[config.mk]
export PLATFORM = sky130hd
export DESIGN_NAME = adder_nbit_seq
export DESIGN_NICKNAME = d
export VERILOG_FILES = /design/src/rtl/adder_nbit_seq.sv
export SDC_FILE = /design/constraint.sdc
export NUM_CORES = 1
export LEC_CHECK = 0
export CAP_MARGIN = 20
export CORE_ASPECT_RATIO = 0.6
export CORE_MARGIN = 10
export CORE_UTILIZATION = 45
export DETAILED_ROUTE_END_ITERATION = 8
export PLACE_DENSITY = 0.69
export SYNTH_ARGS = -nofsm -noshare
export SYNTH_HDL_FRONTEND = slang
export SYNTH_SLANG_ARGS = --single-unit
export TNS_END_PERCENT = 5
[constraint.sdc]
create_clock -name clk -period 4.2 [get_ports clk]
set_input_delay 0.42 -clock clk [delete_from_list [all_inputs] [get_ports clk]]
set_output_delay 0.42 -clock clk [all_outputs]
set_load 0.03 [all_outputs]
[src/rtl/adder_nbit_seq.sv]
// Multi-cycle N-bit adder/subtractor. It resolves one BITS_PER_CYCLE-wide ripple chunk per clock,
// starting with the LSB chunk, and holds the carry between chunks in a flop.

module adder_nbit_seq_fa (
    input  logic x,
    input  logic y,
    input  logic ci,
    output logic s,
    output logic co
);
    assign s  = x ^ y ^ ci;
    assign co = (x & y) | (ci & (x ^ y));
endmodule

module adder_nbit_seq #(
    parameter int NUM_BITS       = 16,
    parameter int BITS_PER_CYCLE = 4
) (
    input  logic                clk,
    input  logic                n_rst,
    input  logic                start,
    input  logic                sub,
    input  logic [NUM_BITS-1:0] a,
    input  logic [NUM_BITS-1:0] b,
    output logic                busy,
    output logic                done,
    output logic [NUM_BITS-1:0] sum,
    output logic                carry_out,
    output logic                overflow
);
    localparam int BPC = BITS_PER_CYCLE;
    localparam int K   = NUM_BITS / BPC;
    localparam int CW  = (K > 1) ? $clog2(K) : 1;

    generate
        if (NUM_BITS < 2 || BPC < 1 || (NUM_BITS % BPC) != 0) begin : g_bad_param
            $error("adder_nbit_seq: BITS_PER_CYCLE must evenly divide NUM_BITS (>= 2)");
        end
    endgenerate

    typedef enum logic [1:0] {IDLE, ADD, DONE} state_t;

    state_t              state, state_nxt;
    logic [NUM_BITS-1:0] op_a, op_b, work, work_nxt;
    logic                carry;
    logic [CW-1:0]       cnt;
    logic                last, accept;
    int                  lsb;

    logic [BPC-1:0]      ch_a, ch_b, ch_s;
    logic [BPC:0]        ch_c;

    // op_b already holds ~b for subtract, and carry was seeded with 1, so the chunk always adds.
    assign lsb     = int'(cnt) * BPC;
    assign ch_a    = op_a[lsb +: BPC];
    assign ch_b    = op_b[lsb +: BPC];
    assign ch_c[0] = carry;
    assign last    = (cnt == CW'(K - 1));

    adder_nbit_seq_fa u_fa [BPC-1:0] (
        .x  (ch_a),
        .y  (ch_b),
        .ci (ch_c[BPC-1:0]),
        .s  (ch_s),
        .co (ch_c[BPC:1])
    );

    always_comb begin
        work_nxt             = work;
        work_nxt[lsb +: BPC] = ch_s;
    end

    always_comb begin
        state_nxt = state;
        busy      = 1'b0;
        done      = 1'b0;
        accept    = 1'b0;
        unique case (state)
            IDLE: begin
                accept = start;
                if (start) state_nxt = ADD;
            end
            ADD: begin
                busy = 1'b1;
                if (last) state_nxt = DONE;
            end
            DONE: begin
                done      = 1'b1;
                accept    = start;
                state_nxt = start ? ADD : IDLE;
            end
            default: state_nxt = IDLE;
        endcase
    end

    always_ff @(posedge clk or negedge n_rst) begin
        if (!n_rst) state <= IDLE;
        else        state <= state_nxt;
    end

    always_ff @(posedge clk or negedge n_rst) begin
        if (!n_rst) begin
            op_a      <= '0;
            op_b      <= '0;
            carry     <= 1'b0;
            cnt       <= '0;
            work      <= '0;
            sum       <= '0;
            carry_out <= 1'b0;
            overflow  <= 1'b0;
        end else if (accept) begin
            op_a  <= a;
            op_b  <= b ^ {NUM_BITS{sub}};
            carry <= sub;
            cnt   <= '0;
        end else if (state == ADD) begin
            work  <= work_nxt;
            carry <= ch_c[BPC];
            cnt   <= cnt + 1'b1;
            // Outputs are held from the previous result until the final chunk lands.
            if (last) begin
                sum       <= work_nxt;
                carry_out <= ch_c[BPC];
                overflow  <= ch_c[BPC] ^ ch_c[BPC-1];
            end
        end
    end
endmodule
==> flow_summary.json <==
{
  "worstHoldPathType": "input port to asynchronous set/reset pin",
  "rsz0062_at_grt": "false",
  "cts_tree": "built",
  "leakagePower_nw": 1.838,
  "r2r_start": "cnt[0]",
  "core-area_um2": 7357,
  "fin_area_um2": 4324,
  "maxCapViolCount": 0,
  "critPathSlowestCell": "dfrtp_1",
  "synth_top_flop_cell": "dfrtp_1",
  "synthCells": 291,
  "crit_chain": "mux4_2 > inv_1 > fa_1 > inv_1 > fa_1 > inv_1 > fa_1 > inv_1 > fa_1 > a21oi_1 > a21oi_1",
  "htreeDepth": 3,
  "synth-edff-count": 0,
  "post_cts.repair.setup_buffers": 0,
  "drc": 0,
  "rows": 24,
  "hold_viol": 0,
  "num_vias": 2269,
  "boundaryPins": 56,
  "synth_area_leader_cell": "dfrtp_1",
  "avgSynthCellArea_um2": 11.88,
  "top_usage_layer": "met1",
  "yosys.area.top_type_share": 0.5139,
  "slew_headroom": 0.3741,
  "synth.most_common_cell": "dfrtp_1",
  "grt_pass1_wl_um": 12850,
  "ir_drop_mv": 0.4074,
  "cts_resized": 0,
  "antenna_found_initial": 0,
  "r2r.worst_path.cells": 11,
  "critPathMaxStageDelay_ns": 0.80,
  "cts_buffers": 9,
  "grt_use_met2": 0.1805,
  "clk_latency_ns": 0.34,
  "die_y_um": 87.89,
  "die-width_um": 133.2,
  "wl_per_cell_um": 17.04,
  "hpwl_um": 5364,
  "worstReg2RegEnd": "sum[15]",
  "nets": 383,
  "via_per_inst": 5.087,
  "placed_area_um2": 3991,
  "p_total_mw": 4.052,
  "crit_required_ns": 4.46,
  "finalCriticalPeriod_ns": 3.458,
  "grt_start_max_net_pins": 54,
  "p_per_area_nw_per_um2": 937.0,
  "diodes": 0,
  "synthTopCellsByArea": "dfrtp_1 51%, mux2_2 5.9%, xnor2_1 4.3%",
  "hold_buffers": 0,
  "clk_pin_slew_ns": 0.06,
  "root_buffer": "clkbuf_16",
  "synthToLayoutAreaGrowth_pct": 25.08,
  "drive_gt1_frac": 0.1316,
  "cts_sinks": 71,
  "fin_skew_ns": 0.006952,
  "async_flop_share": 1.000,
  "status": "complete, no violations",
  "ys_ff_latch": 71,
  "met1_usage": 0.2030,
  "finalSetupViolCount": 0,
  "clockBufferDepth": 2,
  "fin_crit_sh": 0.8233,
  "grt_overflow": 0,
  "fmax_mhz": 289.2,
  "maxSlewViolCount": 0,
  "gp_congestion": 0.7536,
  "syn_area_um2": 3457,
  "critPathLaunchType": "flop",
  "critPathArrivalTime_ns": 3.71,
  "yosys_warnings": 0,
  "synth_fp_nets": 337,
  "ys_top_cells_by_count": "71 x dfrtp_1, 22 x nand2_1, 18 x mux2_2, 18 x nor2_1, 18 x o21ai_0",
  "finalWirelength_um": 7600,
  "die-area_um2": 11700,
  "tns_ns": 0,
  "grt.met3_usage": 0.06114,
  "crit_path_max_fanout": 18,
  "worst_slew_pin_slew_ns": 0.9359,
  "synth_cell_types": 29,
  "ys_seq_area_frac": 0.5139,
  "r2r_slack_ns": 0.74,
  "io_buffers": 55,
  "drt_iter0_markers": 236,
  "initial_utilization": 0.4699,
  "ant_nets": 0,
  "grt_usage": 0.1391,
  "endpoint_kind": "flop",
  "crit_type": "flop to flop",
  "drt_pass1_iterations": 4,
  "grt_pass1_vias": 2372
}
-- logic make-up after synthesis --
kind of cell | synth area share
buffers and inverters | 0.05718
adders and majority gates | 0.04488
DFF | 0.5139
AOI/OAI and AO/OA | 0.1108
muxes | 0.1162
xor gates and xnor gates | 0.04307
and+or+nand+nor | 0.1140
-- flip-flops by register name, indices dropped and copies added (netlist names) --
register	flops
op_a	16
op_b	16
sum	16
work	16
cnt	2
state	2
carry	1
carry_out	1
overflow	1
-- cell usage in the layout (no fill, tap or decap) --
| master | netlist | final |
|---|---|---|
| a21oi_1 | 16 | 16 |
| a22o_1 | 8 | 8 |
| a31oi_1 | 9 | 9 |
| a32o_1 | 8 | 8 |
| and3b_1 | 1 | 1 |
| and4b_2 | 1 | 1 |
| and4bb_1 | 1 | 1 |
| and4bb_2 | 2 | 2 |
| buf_2 | 10 | 1 |
| buf_4 | 6 | 2 |
| bufinv_16 | 0 | 2 |
| clkbuf_16 | 0 | 9 |
| clkbuf_8 | 0 | 2 |
| clkdlybuf4s50_1 | 0 | 54 |
| clkinv_2 | 0 | 1 |
| clkinvlp_4 | 0 | 2 |
| dfrtp_1 | 71 | 71 |
| fa_1 | 4 | 4 |
| ha_1 | 6 | 6 |
| inv_1 | 10 | 10 |
| inv_2 | 1 | 1 |
| mux2_2 | 18 | 18 |
| mux4_1 | 5 | 5 |
| mux4_2 | 3 | 3 |
| nand2_1 | 22 | 22 |
| nand2b_1 | 17 | 17 |
| nand2b_4 | 1 | 1 |
| nand3_1 | 2 | 2 |
| nor2_1 | 18 | 18 |
| nor2b_1 | 9 | 9 |
| o21ai_0 | 18 | 18 |
| o22ai_1 | 1 | 1 |
| xnor2_1 | 17 | 17 |
-- through the flow --
| step | hold slack [ns] | worst slack (ns) | util | std cells |
|---|---|---|---|---|
| 5_1_grt | 0.2735 | 0.5057 | 0.5878 | 446 |
| 2_1_floorplan | 0.1244 | 1.263 | - | 291 |
| 3_3_place_gp | 0.4570 | 0.8770 | 0.5425 | 430 |
| 6_report | 0.2071 | 0.7423 | 0.5878 | 446 |
| 3_5_place_dp | 0.4652 | 0.7603 | 0.5425 | 430 |
| 4_1_cts | 0.2385 | 0.7334 | 0.5878 | 446 |
-- final cells by class --
cell class              count  area (um2)
well taps                 104       130.1
inverters                  11       41.29
clock inverters             5       80.08
flip-flops and latches     71        1777
repair buffers             57       560.5
clock buffers              11       252.7
fillers                   643        3033
multi-input cells         187        1483
-- per-layer routing --
metal,part of all wire,up-vias
li1,-,1111
met1,0.54,1086
met2,0.39,61
met3,0.066,11
met4,0.0063,0
met5,0,-
-- report_power, final --
part | internal [mW] | switching, mW
combinational | 0.883 | 1.10
clock | 0.551 | 0.290
sequential | 1.00 | 0.227
total | 2.44 | 1.61
-- worst max path at each step --
| stage | start | endpoint | slack, ns |
|---|---|---|---|
| 6_report | cnt[0] | sum[15] | 0.74 |
| 3_3_place_gp | cnt[0] | sum[15] | 0.88 |
| 5_1_grt | cnt[0] | sum[7] | 0.51 |
| 4_1_cts | cnt[0] | sum[15] | 0.73 |
| 3_5_place_dp | cnt[0] | sum[15] | 0.76 |
| 2_1_floorplan | cnt[0] | overflow | 1.26 |
-- worst max-delay path: cells and delay by family (launching register included) --
kind | cells | cell delay [ns]
mux | 1 | 0.60
fa+ha+maj | 4 | 1.40
compound gates | 2 | 0.29
flops | 1 | 0.80
buf+inv | 4 | 0.29
Power figures use the tool's default switching activity.
